===== src/rtl/trade_mean_rev.sv =====
// Mean-reversion signal generator with a FLAT/LONG/SHORT position tracker and registered buy/sell pulses.
// Define TRADE_MEAN_REV_COOLDOWN_EN to build the post-exit COOLDOWN state and its sample counter.
module trade_mean_rev #(
  parameter int DATA_W   = 8,
  parameter int THRESH_W = 8,
  parameter int COOL_W   = 4
) (
  input  logic                clk,
  input  logic                rst_n,
  input  logic                data_valid_pre,
  input  logic [DATA_W-1:0]   short_sma,
  input  logic [DATA_W-1:0]   long_sma,
  input  logic [DATA_W-1:0]   current_data,
  input  logic [THRESH_W-1:0] threshold,
  input  logic [COOL_W-1:0]   cooldown_cycles,
  input  logic                enable,
  output logic                buy_signal,
  output logic                sell_signal,
  output logic                data_valid_mean,
  output logic [1:0]          position
);

  typedef enum logic [1:0] {
    FLAT  = 2'b00,
    LONG  = 2'b01,
    SHORT = 2'b10
`ifdef TRADE_MEAN_REV_COOLDOWN_EN
    , COOL = 2'b11
`endif
  } pos_e;

  // floor((a + b) / 2) without needing a DATA_W+1 bit sum
  function automatic logic [DATA_W-1:0] half_sum(input logic [DATA_W-1:0] a, input logic [DATA_W-1:0] b);
    return (a >> 1) + (b >> 1) + {{(DATA_W-1){1'b0}}, a[0] & b[0]};
  endfunction

  function automatic logic [DATA_W-1:0] sat_add(input logic [DATA_W-1:0] a, input logic [DATA_W-1:0] b);
    logic [DATA_W:0] s;
    s = {1'b0, a} + {1'b0, b};
    return s[DATA_W] ? {DATA_W{1'b1}} : s[DATA_W-1:0];
  endfunction

  function automatic logic [DATA_W-1:0] floor_sub(input logic [DATA_W-1:0] a, input logic [DATA_W-1:0] b);
    return (a > b) ? a - b : '0;
  endfunction

  logic [DATA_W-1:0] thr_d, mid_d, upper_d, lower_d;
  logic              up_trend_d, dn_trend_d;
  logic              enter_long_d, enter_short_d;

  assign thr_d         = DATA_W'(threshold);
  assign mid_d         = half_sum(short_sma, long_sma);
  assign upper_d       = sat_add(mid_d, thr_d);
  assign lower_d       = floor_sub(mid_d, thr_d);
  assign up_trend_d    = short_sma > long_sma;
  assign dn_trend_d    = short_sma < long_sma;
  assign enter_long_d  = enable && up_trend_d && (current_data < lower_d);
  assign enter_short_d = enable && dn_trend_d && (current_data > upper_d);

  pos_e state_q, exit_state_d;
  logic buy_q, sell_q, dv_q;

`ifdef TRADE_MEAN_REV_COOLDOWN_EN
  logic [COOL_W-1:0] cnt_q;
  assign exit_state_d = (cooldown_cycles != '0) ? COOL : FLAT;
`else
  logic unused_cooldown;
  assign unused_cooldown = ^cooldown_cycles;
  assign exit_state_d    = FLAT;
`endif

  always_ff @(posedge clk or negedge rst_n) begin
    if (!rst_n) begin
      state_q <= FLAT;
      buy_q   <= 1'b0;
      sell_q  <= 1'b0;
      dv_q    <= 1'b0;
`ifdef TRADE_MEAN_REV_COOLDOWN_EN
      cnt_q   <= '0;
`endif
    end else begin
      dv_q   <= data_valid_pre;
      buy_q  <= 1'b0;
      sell_q <= 1'b0;
      if (data_valid_pre) begin
        case (state_q)
          FLAT: begin
            if (enter_long_d) begin
              buy_q   <= 1'b1;
              state_q <= LONG;
            end else if (enter_short_d) begin
              sell_q  <= 1'b1;
              state_q <= SHORT;
            end
          end
          LONG: begin
            if (current_data >= mid_d) begin
              sell_q  <= 1'b1;
              state_q <= exit_state_d;
`ifdef TRADE_MEAN_REV_COOLDOWN_EN
              cnt_q   <= cooldown_cycles;
`endif
            end
          end
          SHORT: begin
            if (current_data <= mid_d) begin
              buy_q   <= 1'b1;
              state_q <= exit_state_d;
`ifdef TRADE_MEAN_REV_COOLDOWN_EN
              cnt_q   <= cooldown_cycles;
`endif
            end
          end
`ifdef TRADE_MEAN_REV_COOLDOWN_EN
          COOL: begin
            cnt_q <= (cnt_q != '0) ? cnt_q - 1'b1 : '0;
            if (cnt_q <= COOL_W'(1)) state_q <= FLAT;
          end
`endif
          default: state_q <= FLAT;
        endcase
      end
    end
  end

  assign buy_signal      = buy_q;
  assign sell_signal     = sell_q;
  assign data_valid_mean = dv_q;
  assign position        = state_q;

endmodule

===== config.mk =====
export PLATFORM = sky130hd
export DESIGN_NAME = trade_mean_rev
export DESIGN_NICKNAME = d
export VERILOG_FILES = /design/src/rtl/trade_mean_rev.sv
export SDC_FILE = /design/constraint.sdc
export NUM_CORES = 1
export LEC_CHECK = 0
export CAP_MARGIN = 20
export CORE_AREA = 3 3 67 69
export DETAILED_ROUTE_END_ITERATION = 6
export DIE_AREA = 0 0 70 72
export HOLD_SLACK_MARGIN = 0.02
export MAX_ROUTING_LAYER = met4
export PLACE_DENSITY = 0.78
export SLEW_MARGIN = 20
export SYNTH_ARGS = -nofsm -noshare
export SYNTH_HDL_FRONTEND = slang
export SYNTH_SLANG_ARGS = --single-unit
export TNS_END_PERCENT = 10

===== constraint.sdc =====
create_clock -name clk -period 1.65 [get_ports clk]
set_clock_uncertainty 0.05 [all_clocks]
set_input_delay 0.2475 -clock clk [delete_from_list [all_inputs] [get_ports clk]]
set_output_delay 0.2475 -clock clk [all_outputs]
set_load 0.005 [all_outputs]

==> results of run 1 <==
synth_stat cells (all sizes together), types with 2 or more instances:
library cell | number | share of area [%]
o211ai | 3 | 1.4
o21bai | 6 | 2.3
a21oi | 29 | 7.6
nor2b | 3 | 0.95
buf | 2 | 0.63
xnor2 | 9 | 4.0
nand4 | 9 | 2.9
o41ai | 2 | 0.89
nand3 | 4 | 1.0
ha | 54 | 34
fa | 4 | 4.1
o31ai | 2 | 0.76
nor3 | 5 | 1.5
nand2b | 7 | 2.3
inv | 39 | 7.4
o21ai | 6 | 1.5
a2111oi | 2 | 1.8
a31oi | 2 | 0.63
xor2 | 5 | 2.2
nor2 | 19 | 3.6
a21o | 4 | 1.5
nor3b | 2 | 0.76
dfrtp | 5 | 6.3
o21a | 2 | 0.76
nand2 | 8 | 1.5
or2 | 4 | 1.3
worst reg2reg max path: cells and delay by family (launching register included):
kind	cells	cell delay, ps
AND/OR/NAND/NOR	2	500
AO/OA/AOI/OAI	2	260
buffers and inverters	1	120
flip-flops	1	430
area by class of cell:
cell class	count	area (µm²)
flip-flops and latches	5	125
inverters	39	146
well taps	50	62.6
multi-input cells	203	1980
clock buffers	4	45.0
repair buffers	129	1080
fillers	206	537
worst max path at each step:
stage | from | end | slack (ps) | cells after the start
floorplan | short_sma[0] | sell_signal$_DFF_PN0_ | -2320 | 22
global placement | short_sma[0] | sell_signal$_DFF_PN0_ | -2870 | 20
detailed placement | short_sma[0] | sell_signal$_DFF_PN0_ | -3030 | 20
CTS | long_sma[0] | sell_signal$_DFF_PN0_ | -2440 | 22
global route | long_sma[0] | sell_signal$_DFF_PN0_ | -2670 | 22
finish | long_sma[0] | sell_signal$_DFF_PN0_ | -2490 | 22
layer usage:
layer	vias up	wire, µm	GRT usage [%]
li1	1146	-	-
met1	1231	2840	24.7
met2	103	4140	53.0
met3	36	367	2.22
met4	0	379	10.4
met5	-	0	-
cell families (layout without fill, tap and decap cells):
group           Yosys count  count (layout)  share of synthesized area [%]
simple gates             67              67                           18.2
buf+inv                  41             172                           8.06
compound gates           64              64                           22.9
flops                     5               5                           6.35
fa+ha+maj                58              58                           38.3
xor+xnor                 14              14                           6.22
through the flow:
stage | std cells | hold slack, ps
finish | 430 | 205
global route | 430 | 219
CTS | 427 | 210
detailed placement | 417 | 441
global placement | 417 | 432
floorplan | 249 | -98.1
state kept, by name, summed over array words and instances, names as in the netlist:
signal,flops
sell_signal,1
data_valid_mean,1
position,2
buy_signal,1
power by group:
group / total, mW / internal [mW] / switching [mW]
clock: 0.227 / 0.166 / 0.0610
combinational: 2.47 / 1.26 / 1.21
sequential: 0.189 / 0.153 / 0.0356
total: 2.88 / 1.58 / 1.30
timing repair:
item | in CTS | in global routing
resized for setup | 42 | 43
pin swaps | 28 | 30
setup buffers | 6 | 3
setup endpoints to repair | 4 | 4
==> flow_summary_export.csv, run 1 <==
group,metric,value,unit
grt,grt_max_degree,8,
timing,relSlewSlack,72.3,%
final_layout,final_common_cell,"buf_4",
floorplan,io_pins,45,
run_status,outcome,"finished with violations",
timing,setup_viol,4,
routing,drt_iter0_drc,160,
routing,wl_per_cell,18.0,µm
timing,finalWorstSetupSlack,-2490,ps
critical_path,critical-path-max-stage-delay,400,ps
floorplan,initial_core_util,49.6,%
grt,antenna_found_initial,0,
critical_path,rrSetupSlack,230,ps
routing,wl,7730,µm
yosys,ys_async_sr_fraction,100,%
critical_path,crit_path_end_kind,"register",
floorplan,die_w,70,µm
run,cap_violations,0,
clock_tree,cts_buffers,3,
final_layout,design_area,3430,µm²
floorplan,die_h,72,µm
timing,period_share,251,%
run_status,violations,"setup timing",
clock_tree,cts.clk_slew.worst_paths,40,ps
yosys,synth.distinct_cells,46,
final_layout,nNetsFinal,479,
power_and_ir_drop,vdd_drop_max,338,µV
routing,drc,0,
power_and_ir_drop,pwr_density_cell,840,nW/µm²
critical_path,cp.buffers_inverters,2,
clock_tree,h-tree-depth,1,
clock_tree,clk_latency,220,ps
final_layout,antenna_cells,0,
grt,grt_usage,25.9,%
critical_path,r2r-start,"position[0]$_DFFE_PN0P_",
final_layout,drive_above_1_share,40.0,%
timing,tightest_slew,412,ps
power_and_ir_drop,leakagePower,1.67,nW
routing,dr.pass1.iters,4,
final_layout,areaGrowthSynthToFinish,74.3,%
critical_path,crit_chain,"buf_8 > ha_4 > fa_2 > inv_2 > fa_2 > o21bai_4 > a21oi_2 > o21bai_1 > a21oi_1 > xnor2_1 > ha_1 > nor2_2 > o2bb2ai_4 > o31a_4 > nor2_2 > ha_1 > nor2b_1 > o211ai_1 > a21oi_1 > a2111oi_2 > nor3_2 > a41o_1",
timing,fmax,0.242,GHz
yosys,yosys_warnings,0,
worst_hold_path,hold_path_class,"input pin to async pin",
placed_design,gp_congestion,0.913,
grt,grt-ovfl-total,0,
floorplan,die_area,5040,µm²
final_layout,fin_util,86.5,%
routing,dr_total_vias,2516,
floorplan,coreArea,3970,µm²
routing,vias_per_cell,5.85,
final_layout,final_cell_mix,"buf_4 (84), ha_1 (44), inv_1 (36)",
critical_path,critPathKind,"input pin to register",
yosys,ys_seq_area_share,6.35,%
timing,rsz0062_at_grt,"yes",
yosys,ys_ff_latch,5,
grt,grt_pass1_vias,2486,
timing,final_hold_viol_count,0,
critical_path,required,1700,ps
critical_path,cp_slowest_cell,"ha_1",
placed_design,io_buffers,40,
yosys,synthCells,249,
clock_tree,clockBufferDepth,2,
floorplan,rows,23,
critical_path,r2r-end,"sell_signal$_DFF_PN0_",
routing,ant_nets,0,
critical_path,cp-start-kind,"input pin",
critical_path,worstPathMaxFanout,7,
clock_tree,ctsHoldBuffers,0,
yosys,synth_enable_flop_cells,0,
yosys,netlist_area,1970,µm²
grt,grt_pass1_wl,10400,µm
critical_path,crit_family,"compound AO/OA/AOI/OAI gates",
yosys,syn_area_per_cell,7.91,µm²
critical_path,critical_path_arrival,4190,ps
power_and_ir_drop,p_total,2.88,mW
timing,period_minus_slack,4140,ps
timing,fin_tns_setup,-9870,ps
placed_design,place_area,3020,µm²
yosys,synth_nets,347,
placed_design,dp_hpwl,5010,µm
clock_tree,cts_sinks,5,
yosys,synth_ff_type,"dfrtp_1",
placed_design,place_ws,-3030,ps
timing,slew_violations,0,
clock_tree,cts_tree,"built",
clock_tree,root_buffer,"clkbuf_8",
critical_path,worst-r2r-cell-count,5,
(Power assumes the default switching activity.)
==> run 2: changes to the inputs <==
--- a/config.mk
+++ b/config.mk
@@ -17,3 +17,3 @@
 export SYNTH_HDL_FRONTEND = slang
 export SYNTH_SLANG_ARGS = --single-unit
-export TNS_END_PERCENT = 10
+export TNS_END_PERCENT = 30
==> constraint.sdc (replaced) <==
create_clock -name clk -period 1.65 [get_ports clk]
set_clock_uncertainty 0.05 [all_clocks]
set_input_delay 0.33 -clock clk [delete_from_list [all_inputs] [get_ports clk]]
set_output_delay 0.33 -clock clk [all_outputs]
set_load 0.005 [all_outputs]
==> flow_summary_export.csv, run 2 (synthesis results as in run 1) <==
group,metric,value,unit
final_layout,final_cell_mix,"buf_4 (86), ha_1 (45), inv_1 (36)",
power_and_ir_drop,leakagePower,1.67,nW
routing,dr.pass1.iters,4,
timing,finalWorstSetupSlack,-2480,ps
final_layout,largest_reg_flops,2,
final_layout,fin_util,85.8,%
critical_path,critical_path_arrival,4190,ps
routing,vias_per_cell,5.74,
clock_tree,ctsHoldBuffers,0,
placed_design,io_buffers,40,
power_and_ir_drop,pwr-share-comb,85.6,%
power_and_ir_drop,intPower,1.61,mW
grt,grt-ovfl-total,0,
placed_design,gp_congestion,0.913,
final_layout,antenna_cells,0,
run,cap_violations,0,
clock_tree,cts_sinks,5,
timing,tightest_slew,355,ps
routing,drc,0,
critical_path,critPathKind,"input pin to register",
placed_design,place_area,3020,µm²
run_status,violations,"setup timing",
routing,wl_per_cell,17.4,µm
clock_tree,cts_tree,"built",
run_status,outcome,"finished with violations",
routing,ant_nets,0,
clock_tree,cts.clk_slew.worst_paths,40,ps
power_and_ir_drop,power_switching_share,44.6,%
final_layout,areaGrowthSynthToFinish,72.8,%
grt,grt_pass1_vias,2489,
critical_path,worst-r2r-cell-count,5,
timing,relSlewSlack,76.1,%
timing,fin_tns_setup,-9630,ps
grt,grt_max_degree,8,
power_and_ir_drop,pwr-share-seq,6.5,%
power_and_ir_drop,p_clk_share,7.9,%
final_layout,design_area,3410,µm²
clock_tree,h-tree-depth,1,
placed_design,dp_hpwl,4990,µm
power_and_ir_drop,vdd_drop_max,372,µV
critical_path,crit_path_end_kind,"register",
critical_path,cp_common_cell,"buf_4",
timing,rsz0062_at_grt,"yes",
routing,wl,7480,µm
critical_path,critical-path-max-stage-delay,420,ps
critical_path,crit_chain,"dlygate4sd2_1 > ha_1 > nand2b_1 > a21oi_2 > buf_4 > nor2_1 > xnor2_1 > ha_2 > a21oi_2 > o21a_1 > buf_4 > buf_4 > o21ai_0 > a31oi_1 > nor2_1 > ha_1 > nand2_1 > nor2_2 > a2111oi_4 > nor3_2 > a41o_1",
floorplan,die_area,5040,µm²
critical_path,cp-start-kind,"input pin",
power_and_ir_drop,p_switching,1.30,mW
grt,grt_usage,25.6,%
floorplan,io_pins,45,
clock_tree,cts_buffers,3,
timing,whs,284,ps
floorplan,die_h,72,µm
floorplan,die_w,70,µm
timing,final_hold_viol_count,0,
critical_path,r2r-end,"position[0]$_DFFE_PN0P_",
floorplan,initial_core_util,49.6,%
timing,period_minus_slack,4130,ps
clock_tree,root_buffer,"clkbuf_8",
critical_path,rrSetupSlack,200,ps
final_layout,nNetsFinal,480,
timing,setup_viol,4,
worst_hold_path,hold_path_class,"input pin to async pin",
timing,period_share,250,%
clock_tree,clockBufferDepth,2,
final_layout,drive_above_1_share,39.1,%
floorplan,rows,23,
floorplan,coreArea,3970,µm²
grt,grt_pass1_wl,10200,µm
grt,antenna_found_initial,0,
critical_path,required,1710,ps
timing,fmax,0.242,GHz
power_and_ir_drop,pwr_density_cell,853,nW/µm²
critical_path,worstPathMaxFanout,7,
routing,dr_total_vias,2472,
timing,slew_violations,0,
final_layout,final_common_cell,"buf_4",
routing,drt_iter0_drc,201,
critical_path,cp_slowest_cell,"ha_2",
clock_tree,clk_latency,220,ps
critical_path,r2r-start,"position[0]$_DFFE_PN0P_",
-- run 2: worst max-delay path: cells and delay by family --
kind,cells,cell delay (ps)
buffers and inverters,4,660
AO/OA/AOI/OAI,7,1370
AND/OR/NAND/NOR,6,650
adder cells (fa/ha/maj),3,1020
XOR/XNOR,1,150
-- run 2: how the worst max path moves through the flow --
stage | start | to | slack [ps] | cells past startpoint
2_1_floorplan | short_sma[0] | sell_signal$_DFF_PN0_ | -2410 | 22
3_3_place_gp | short_sma[0] | sell_signal$_DFF_PN0_ | -2950 | 20
3_5_place_dp | short_sma[0] | sell_signal$_DFF_PN0_ | -3100 | 20
4_1_cts | long_sma[0] | sell_signal$_DFF_PN0_ | -2520 | 22
5_1_grt | short_sma[2] | sell_signal$_DFF_PN0_ | -2590 | 21
6_report | short_sma[2] | sell_signal$_DFF_PN0_ | -2480 | 21
-- run 2: metal layers --
| metal | up-vias | GRT usage (%) | routed length [µm] |
|---|---|---|---|
| met3 | 36 | 2.63 | 319 |
| met4 | 0 | 12.8 | 317 |
| li1 | 1142 | - | - |
| met1 | 1183 | 23.6 | 2780 |
| met5 | - | - | 0 |
| met2 | 111 | 51.9 | 4060 |
-- run 2: what timing repair did --
action,in CTS,in global routing
gates resized for setup,36,42
pin swaps,25,35
endpoints found under the setup margin,4,4
setup buffers,8,2
-- run 2: metrics by stage --
stage | power (mW) | setup WS (ps) | std cells
global route | 3.09 | -2590 | 431
CTS | 2.48 | -2520 | 429
detailed placement | 2.11 | -3100 | 417
finish | 2.91 | -2480 | 431
global placement | 2.03 | -2950 | 417
floorplan | 1.26 | -2410 | 249
-- run 2: final cells by class --
class | instances | area, µm²
well taps | 50 | 62.6
multi-input cells | 203 | 1940
inverters | 39 | 146
clock buffers | 4 | 45.0
repair buffers | 130 | 1080
fillers | 209 | 566
flip-flops and latches | 5 | 125
-- run 2: power groups by stage --
stage                     combinational (mW)  clock (mW)  sequential (mW)
after CTS                               2.06       0.230            0.185
final                                   2.49       0.231            0.188
after global routing                    2.66       0.242            0.193
after detailed placement                1.92           0            0.187
after global placement                  1.85           0            0.183
after floorplan                         1.08           0            0.182
==> run 3: changes to the inputs <==
Settings changed: HOLD_SLACK_MARGIN 0.02 to default.
==> results of run 3 <==
Final layout, timing and power as in run 2 (identical DEF).
